## src/rtl/fifo_pkg.sv

```systemverilog
// Shared definitions for the synchronous FIFO family: address width helper, parameter checks, read modes.
// Latency: none (package only).
// Backpressure: not applicable.
package fifo_pkg;

  // Read-mode selector values for the FWFT parameter
  localparam bit FIFO_STD  = 1'b0;
  localparam bit FIFO_FWFT = 1'b1;

  // Pointer width for a given depth
  function automatic int fifo_aw(input int depth);
    return $clog2(depth);
  endfunction

  // Depth must be a power of two and at least 2 so pointers wrap for free
  function automatic bit fifo_is_pow2(input int depth);
    return (depth >= 2) && ((depth & (depth - 1)) == 0);
  endfunction

endpackage

```

## src/rtl/fifo_ptr_ctrl.sv

```systemverilog
// Pointer/occupancy controller: read/write pointers, count, status flags, error pulses and reset-busy.
// Latency: flags decode from the registered count, so they reflect a request one cycle later.
// Backpressure: writes refused while full, reads refused while empty, both refused while reset-busy.
module fifo_ptr_ctrl
  import fifo_pkg::*;
#(
  parameter  int DEPTH      = 8,
  parameter  int PROG_FULL  = 3,
  parameter  int PROG_EMPTY = 1,
  localparam int AW         = fifo_aw(DEPTH)
) (
  input  logic          clk,
  input  logic          srst,
  input  logic          wr_en,
  input  logic          rd_en,
  output logic [AW-1:0] wr_ptr,
  output logic [AW-1:0] rd_ptr,
  output logic          wr_acc,
  output logic          rd_acc,
  output logic [AW:0]   count,
  output logic          full,
  output logic          empty,
  output logic          prog_full,
  output logic          prog_empty,
  output logic          overflow,
  output logic          underflow,
  output logic          rst_busy
);

  localparam logic [AW:0]   CNT_FULL  = (AW+1)'(DEPTH);
  localparam logic [AW:0]   CNT_PFULL = (AW+1)'(PROG_FULL);
  localparam logic [AW:0]   CNT_PEMPT = (AW+1)'(PROG_EMPTY);
  localparam logic [AW:0]   CNT_STEP  = (AW+1)'(1);
  localparam logic [AW-1:0] PTR_STEP  = AW'(1);

  logic rst_busy_q;

  // Busy covers the reset cycle itself and the first cycle after reset releases
  assign rst_busy = srst | rst_busy_q;

  // Status is decoded from the registered count only; no path from the request inputs
  assign full       = (count == CNT_FULL);
  assign empty      = (count == '0);
  assign prog_full  = (count >= CNT_PFULL);
  assign prog_empty = (count <= CNT_PEMPT);

  // Full blocks a write even when a read retires a word in the same cycle
  assign wr_acc = wr_en & ~full  & ~rst_busy;
  assign rd_acc = rd_en & ~empty & ~rst_busy;

  // Pointer, occupancy and error-pulse state
  always_ff @(posedge clk) begin
    if (srst) begin
      wr_ptr     <= '0;
      rd_ptr     <= '0;
      count      <= '0;
      overflow   <= 1'b0;
      underflow  <= 1'b0;
      rst_busy_q <= 1'b1;
    end else begin
      rst_busy_q <= 1'b0;
      if (wr_acc) wr_ptr <= wr_ptr + PTR_STEP;
      if (rd_acc) rd_ptr <= rd_ptr + PTR_STEP;
      case ({wr_acc, rd_acc})
        2'b10:   count <= count + CNT_STEP;
        2'b01:   count <= count - CNT_STEP;
        default: count <= count;
      endcase
      overflow  <= wr_en & full  & ~rst_busy_q;
      underflow <= rd_en & empty & ~rst_busy_q;
    end
  end

endmodule

```

## src/rtl/sync_fifo_param.sv

```systemverilog
// Parametrised single-clock FIFO with programmable thresholds and standard or first-word-fall-through read.
// Latency: standard mode presents a word one cycle after an accepted read; FWFT presents the head one cycle after its write.
// Backpressure: full/prog_full toward the writer, empty/valid toward the reader; rejected requests pulse overflow/underflow.
module sync_fifo_param
  import fifo_pkg::*;
#(
  parameter  int WIDTH      = 33,
  parameter  int DEPTH      = 8,
  parameter  int PROG_FULL  = 3,
  parameter  int PROG_EMPTY = 1,
  parameter  bit FWFT       = FIFO_STD,
  localparam int AW         = fifo_aw(DEPTH)
) (
  input  logic             clk,
  input  logic             srst,
  input  logic [WIDTH-1:0] din,
  input  logic             wr_en,
  output logic             full,
  output logic             prog_full,
  output logic             overflow,
  input  logic             rd_en,
  output logic [WIDTH-1:0] dout,
  output logic             valid,
  output logic             empty,
  output logic             prog_empty,
  output logic             underflow,
  output logic [AW:0]      data_count,
  output logic             wr_rst_busy,
  output logic             rd_rst_busy
);

  if (!fifo_is_pow2(DEPTH)) begin : g_bad_depth
    $fatal(1, "sync_fifo_param: DEPTH must be a power of 2 and >= 2");
  end
  if (PROG_FULL < 1 || PROG_FULL > DEPTH) begin : g_bad_pfull
    $fatal(1, "sync_fifo_param: PROG_FULL must lie in 1..DEPTH");
  end
  if (PROG_EMPTY < 0 || PROG_EMPTY > DEPTH - 1) begin : g_bad_pempty
    $fatal(1, "sync_fifo_param: PROG_EMPTY must lie in 0..DEPTH-1");
  end

  logic [AW-1:0]    wr_ptr;
  logic [AW-1:0]    rd_ptr;
  logic             wr_acc;
  logic             rd_acc;
  logic             rst_busy;
  logic [WIDTH-1:0] mem [DEPTH];

  fifo_ptr_ctrl #(
    .DEPTH      (DEPTH),
    .PROG_FULL  (PROG_FULL),
    .PROG_EMPTY (PROG_EMPTY)
  ) u_ctrl (
    .clk        (clk),
    .srst       (srst),
    .wr_en      (wr_en),
    .rd_en      (rd_en),
    .wr_ptr     (wr_ptr),
    .rd_ptr     (rd_ptr),
    .wr_acc     (wr_acc),
    .rd_acc     (rd_acc),
    .count      (data_count),
    .full       (full),
    .empty      (empty),
    .prog_full  (prog_full),
    .prog_empty (prog_empty),
    .overflow   (overflow),
    .underflow  (underflow),
    .rst_busy   (rst_busy)
  );

  assign wr_rst_busy = rst_busy;
  assign rd_rst_busy = rst_busy;

  // Storage array, no reset so it maps onto distributed RAM
  always_ff @(posedge clk) begin
    if (wr_acc) mem[wr_ptr] <= din;
  end

  if (FWFT == FIFO_FWFT) begin : g_fwft
    // Head word is visible combinationally; forced to zero while empty so stale data never leaks
    assign dout  = empty ? '0 : mem[rd_ptr];
    assign valid = ~empty;
  end else begin : g_std
    // Registered read port: valid pulses for one cycle per accepted read, dout holds otherwise
    always_ff @(posedge clk) begin
      if (srst) begin
        dout  <= '0;
        valid <= 1'b0;
      end else begin
        valid <= rd_acc;
        if (rd_acc) dout <= mem[rd_ptr];
      end
    end
  end

endmodule
```

## config.mk

```make
export PLATFORM = sky130hd
export DESIGN_NAME = sync_fifo_param
export DESIGN_NICKNAME = d
export VERILOG_FILES = /design/src/rtl/fifo_pkg.sv /design/src/rtl/fifo_ptr_ctrl.sv /design/src/rtl/sync_fifo_param.sv
export SDC_FILE = /design/constraint.sdc
export NUM_CORES = 1
export LEC_CHECK = 0
export ABC_AREA = 1
export CORE_UTILIZATION = 55
export CTS_BUF_LIST = sky130_fd_sc_hd__clkbuf_4 sky130_fd_sc_hd__clkbuf_8 sky130_fd_sc_hd__clkbuf_16
export DETAILED_ROUTE_END_ITERATION = 7
export PLACE_DENSITY = 0.78
export SYNTH_ARGS = -nofsm -noshare
export SYNTH_HDL_FRONTEND = slang
export SYNTH_HIERARCHICAL = 1
export SYNTH_SLANG_ARGS = --single-unit
```

## constraint.sdc

```tcl
create_clock -name clk -period 4.55 [get_ports clk]
set_input_delay 0.6825 -clock clk [delete_from_list [all_inputs] [get_ports clk]]
set_output_delay 0.6825 -clock clk [all_outputs]
set_load 0.03 [all_outputs]
```

==> results.yml, run 1 <==
worst_setup_path:
  crit_path_max_fanout: 8
  crit_chain: "clkdlybuf4s50_1 -> inv_1 -> nand2_1 -> clkdlybuf4s50_1"
  crit_cells: 4
  crit_start: "srst"
  r2r_start: "u_ctrl/rd_ptr[0]"
  crit_type: "primary input to output pin"
  path_buf_inv: 3
  cp_common_cell: "clkdlybuf4s50_1"
  required_ns: 3.87
  worstSetupEndpointType: "output pin"
  crit_path_start_kind: "primary input"
  max_stage_delay_ns: 0.67
  slowest_stage: "clkdlybuf4s50_1"
  r2r_end: "dout[28]"
  rr_worst_depth: 7
  worstSetupEndpoint: "wr_rst_busy"
  crit_arrival_ns: 2.35
  crit_family: "buffers and inverters"
  reg2reg_slack_ns: 1.82
global_routing:
  grt_max_degree: 93
  grt_pass1_wl_microns: 44100
  grt-ovfl-total: 0
  antenna_found_initial: 0
  grt.total_usage: 0.232
  grt_pass1_vias: 8622
timing:
  fmax_ghz: 0.330
  period_share: 0.667
  tightest_slew_ns: 1.22
  tns_ns: 0
  drv_slew: 0
  setup_ws_ns: 1.52
  hold_ws_ns: 0.525
  finalClockSkew_ns: 0.00985
  hold_viol_final: 0
  maxSlewHeadroom: 0.188
  post-route-min-period_ns: 3.03
  finalSetupViolCount: 0
  grt_setup_unrepaired: "false"
clocking:
  cts-resized-gates: 0
  cts_max_path_buffers: 3
  htree_levels: 1
  cts_tree: "built"
  path_clk_slew_ns: 0.06
  ctsRootBufferMaster: "clkbuf_16"
  cts_hold_buf: 0
  clk_latency_ns: 0.55
  cts.sinks: 311
  cts_buffers: 31
  cts_setup_buffers: 0
route:
  postRouteAntennaNets: 0
  remaining_drc_errors: 0
  drt_iter0_drc: 809
  dr.max_layer_used: "met4"
  met3_wirelength_microns: 1720
  vias: 8790
  routed_wl_microns: 27400
  first_pass_iters: 6
  wl_met1_microns: 11100
  met2_length_microns: 13900
  vias_per_cell: 5.11
  wire_per_inst_microns: 15.9
synth:
  syn_area_per_cell_sq_um: 10.1
  yosys_register_bits: 311
  ys.flop_type: "edfxtp_1"
  synth-edff-count: 264
  yosysWarnings: 6
  syn-num-nets: 1350
  synth.cell_area_sq_um: 13200
  ys_seq_area_frac: 0.673
  synth-async-reset-ratio: 0
  ys_types: 22
  synthCells: 1307
cells_and_area:
  diodes: 0
  nets: 1420
  syn2layout_area_growth_pct: 16.0
  final_cells: 1721
  final_common_cell: "nand2_1"
  final_cell_mix: "325 x nand2_1, 280 x inv_1, 264 x edfxtp_1"
  drive_gt1_frac: 0.0656
placement:
  post-place-ws_ns: 1.23
  dp.cells: 1663
  globalplace.congestion: 0.801
  port_buffers: 82
  dp_hpwl_microns: 15200
power:
  fin_total_pwr_mw: 5.92
  p_per_area_nw_per_um2: 387
  vdd_drop_max_v: 0.000324
  p_leak_nw: 6.52
floorplanning:
  die-height_microns: 157
  dieArea_sq_um: 24600
  coreArea_sq_um: 23500
  die_w_microns: 157
  start_util: 0.561
  rows: 56
  io_pins: 83
flow_run:
  cap_violations: 0
status:
  status: "completed"
min_path:
  hp-class: "flip-flop to flip-flop"
-- sequential cells by signal, summed over array words and instances, names as in the netlist --
| register | count |
|---|---|
| dout | 33 |
| mem | 264 |
| u_ctrl/count | 4 |
| u_ctrl/overflow | 1 |
| u_ctrl/rd_ptr | 3 |
| u_ctrl/rst_busy_q | 1 |
| u_ctrl/underflow | 1 |
| u_ctrl/wr_ptr | 3 |
| valid | 1 |
-- report_power, final --
part / internal (mW) / switching (mW) / total, mW
Combinational: 0.105 / 0.193 / 0.298
Clock: 1.46 / 1.03 / 2.49
Sequential: 3.12 / 0.0159 / 3.13
Total: 4.68 / 1.23 / 5.92
-- area by class of cell --
class,count,area [sq um]
Timing Repair Buffer,98,966
Tap cell,319,399
Fill cell,1691,8190
Inverter,284,1070
Clock inverter,12,93.8
Sequential cell,311,8870
Multi-Input combinational cell,651,2950
Clock buffer,46,926
-- per-stage QoR --
stage | area [sq um] | utilization
global placement | 14300 | 0.607
detailed placement | 14300 | 0.607
CTS | 15300 | 0.651
floorplan | 13200 | -
global route | 15300 | 0.651
finish | 15300 | 0.651
-- layer usage --
metal / GRT usage / vias to the layer above
met5: 0 / -
met4: 0.0798 / 0
met3: 0.0313 / 52
met2: 0.412 / 304
met1: 0.292 / 4124
li1: - / 4310
-- Yosys cell counts (6+ instances only) --
cell	count	area share
a21oi_1	38	0.014
o21ai_0	35	0.013
edfxtp_1	264	0.60
clkbuf_1	19	0.0054
ha_1	6	0.0057
nor2_1	31	0.0088
nand2_1	325	0.093
buf_2	24	0.0091
dfxtp_1	47	0.071
nand3_1	203	0.077
inv_1	281	0.080
buf_6	10	0.0085
-- worst min-delay path by stage --
stage | startpoint | slack (ns) | to | cells past startpoint
floorplan | u_ctrl/rd_ptr[2] | 0.46 | u_ctrl/rd_ptr[2] | 2
global placement | dout[17] | 0.50 | dout[17] | 2
detailed placement | dout[4] | 0.51 | dout[4] | 2
CTS | dout[18] | 0.53 | dout[18] | 2
global route | dout[19] | 0.55 | dout[19] | 2
finish | dout[18] | 0.53 | dout[18] | 2
-- worst register-to-register path: stages, from the launching register on --
cell and delay, ns:
dfxtp_4 0.69, clkinv_2 0.85, buf_4 0.58, nand2_1 0.15, nand3_1 0.07, nand3_1 0.13, nand2_1 0.07, a21oi_1 0.12
-- logic make-up (layout without fill, tap and decap cells) --
group,count (synthesis),count (layout),share of synthesized area
simple gates,569,569,0.184
buf+inv,345,440,0.107
flops,311,311,0.673
compound gates,74,74,0.0281
fa+ha+maj,6,6,0.00570
xor+xnor,2,2,0.00133
Note: power is estimated with default switching activity, not from simulation.
==> run 2: changes to the inputs <==
--- a/config.mk
+++ b/config.mk
@@ -6,7 +6,7 @@
 export NUM_CORES = 1
 export LEC_CHECK = 0
 export ABC_AREA = 1
-export CORE_UTILIZATION = 55
+export CORE_UTILIZATION = 53
 export CTS_BUF_LIST = sky130_fd_sc_hd__clkbuf_4 sky130_fd_sc_hd__clkbuf_8 sky130_fd_sc_hd__clkbuf_16
 export DETAILED_ROUTE_END_ITERATION = 7
 export PLACE_DENSITY = 0.78
==> constraint.sdc (replaced) <==
create_clock -name clk -period 2.5 [get_ports clk]
set_input_delay 0.375 -clock clk [delete_from_list [all_inputs] [get_ports clk]]
set_output_delay 0.375 -clock clk [all_outputs]
set_load 0.03 [all_outputs]
==> run 2 against run 1 <==
  * Flip-flop and latch count unchanged
  * Sequential share of layout area down 1.6 points
  * Non-clock buffer count rose by 13
  * Routed wire length increased by 4.0%
  * Critical endpoint is now prog_full
  * Largest cell class unchanged
==> results.yml, run 2 (synthesis gave the netlist of run 1 again) <==
status:
  status: "completed"
timing:
  setup_ws_ns: 0.118
  hold_viol_final: 0
  finalSetupViolCount: 0
  tns_ns: 0
  finalClockSkew_ns: 0.0155
  tightest_slew_ns: 0.637
  post-route-min-period_ns: 2.38
  maxSlewHeadroom: 0.575
  fmax_ghz: 0.420
  drv_slew: 0
  period_share: 0.953
  hold_ws_ns: 0.441
  grt_setup_unrepaired: "false"
cells_and_area:
  largest_register_ffs: 264
  fillers: 1780
  final_core_utilization: 0.646
  drive_gt1_frac: 0.0784
  regArea_sq_um: 8870
  nets: 1433
  largest-register: "mem"
  diodes: 0
  syn2layout_area_growth_pct: 19.3
  design_area_sq_um: 15700
  final_common_cell: "nand2_1"
  largestRegisters: "mem x264, dout x33, u_ctrl/count x4"
  final_cell_mix: "325 x nand2_1, 280 x inv_1, 264 x edfxtp_1"
  multi_input_area_sq_um: 2950
  final_cells: 1739
global_routing:
  grt.total_usage: 0.226
  met2_usage: 0.408
  use_met1: 0.281
  grt_max_degree: 136
  gr-usage-met3: 0.0257
  grt_pass1_vias: 8723
  grt-ovfl-total: 0
  busiest_layer: "met2"
  antenna_found_initial: 0
  grt_pass1_wl_microns: 45300
worst_setup_path:
  crit_path_start_kind: "flip-flop"
  crit_arrival_ns: 2.01
  worstSetupEndpointType: "output pin"
  r2r_start: "u_ctrl/count[0]"
  rr_worst_depth: 8
  crit_start: "u_ctrl/count[2]"
  crit_path_max_fanout: 6
  required_ns: 2.12
  reg2reg_slack_ns: 0.31
  crit_type: "flip-flop to output pin"
route:
  postRouteAntennaNets: 0
  remaining_drc_errors: 0
  vias_per_cell: 5.13
  drt_iter0_drc: 860
  first_pass_iters: 7
  wire_per_inst_microns: 16.4
  vias: 8913
  routed_wl_microns: 28500
min_path:
  hp-class: "primary input to flip-flop"
  worstHoldStart: "rd_en"
  hold_depth: 3
placement:
  port_buffers: 82
  dp_hpwl_microns: 16800
  globalplace.congestion: 0.828
  dp.cells: 1681
  post-place-ws_ns: 0.144
  placed_cell_area_sq_um: 14600
clocking:
  clk_latency_ns: 0.56
  htree_levels: 1
  path_clk_slew_ns: 0.06
  cts_tree: "built"
  cts_max_path_buffers: 3
  ctsRootBufferMaster: "clkbuf_16"
  cts_setup_buffers: 0
  cts_buffers: 31
  cts.sinks: 311
floorplanning:
  die-height_microns: 160
  rows: 57
  io_pins: 83
  start_util: 0.542
  coreArea_sq_um: 24300
  die_w_microns: 160
  dieArea_sq_um: 25500
power:
  vdd_drop_max_v: 0.000718
  switching_share: 0.203
  combPwrFrac: 0.050
  p_leak_nw: 6.70
  p_int_mw: 9.12
  fin_total_pwr_mw: 11.4
  pwr-share-clk: 0.452
  p_per_area_nw_per_um2: 728
  p_sw_mw: 2.32
  p_seq_frac: 0.498
flow_run:
  cap_violations: 0
## run 2: changes by cell type in the layout (fill, tap and decap cells not counted), sizes merged, moves of 3 or more
| cell | previous run | this run |
|---|---|---|
| bufinv | 1 | 8 |
| clkbuf | 46 | 40 |
| clkdlybuf4s50 | 82 | 79 |
| buf | 16 | 29 |
| clkinv | 12 | 9 |
| dlygate4sd2 | 0 | 3 |
## run 2: critical path, stage by stage (launching register included)
cell and delay (ns):
dfxtp_1 0.38, inv_2 0.12, nand2_2 0.09, or2_2 0.27, clkdlybuf4s50_1 0.59
## run 2: worst paths after layout
path | end
worst max-delay path | prog_full
worst min-delay path | u_ctrl/underflow
worst max register to register | mem[5][22]
worst min register to register | u_ctrl/rd_ptr[2]
## run 2: layout make-up
cell class / instances / share of cell area
Tap cell: 324 / 0.0258
Sequential cell: 311 / 0.565
Clock buffer: 40 / 0.0545
Clock inverter: 18 / 0.0196
Multi-Input combinational cell: 651 / 0.188
Timing Repair Buffer: 111 / 0.0794
Inverter: 284 / 0.0680
## run 2: power by group through the flow
| stage | clock, mW | sequential, mW | combinational [mW] |
|---|---|---|---|
| 2_1_floorplan | 0 | 5.85 | 0.271 |
| 3_3_place_gp | 0 | 5.81 | 0.560 |
| 3_5_place_dp | 0 | 5.81 | 0.574 |
| 4_1_cts | 5.22 | 5.70 | 0.576 |
| 5_1_grt | 5.42 | 5.70 | 0.623 |
| 6_report | 5.17 | 5.70 | 0.573 |
## run 2: timing repair
item,CTS,global route
hold buffers,0,0
resized for setup,3,0
endpoints found under the setup margin,3,0
## run 2: routing by layer
metal / up-vias / wire, microns
met1: 4207 / 11500
met4: 0 / 838
met5: - / 0
met2: 310 / 14600
met3: 56 / 1640
li1: 4340 / -
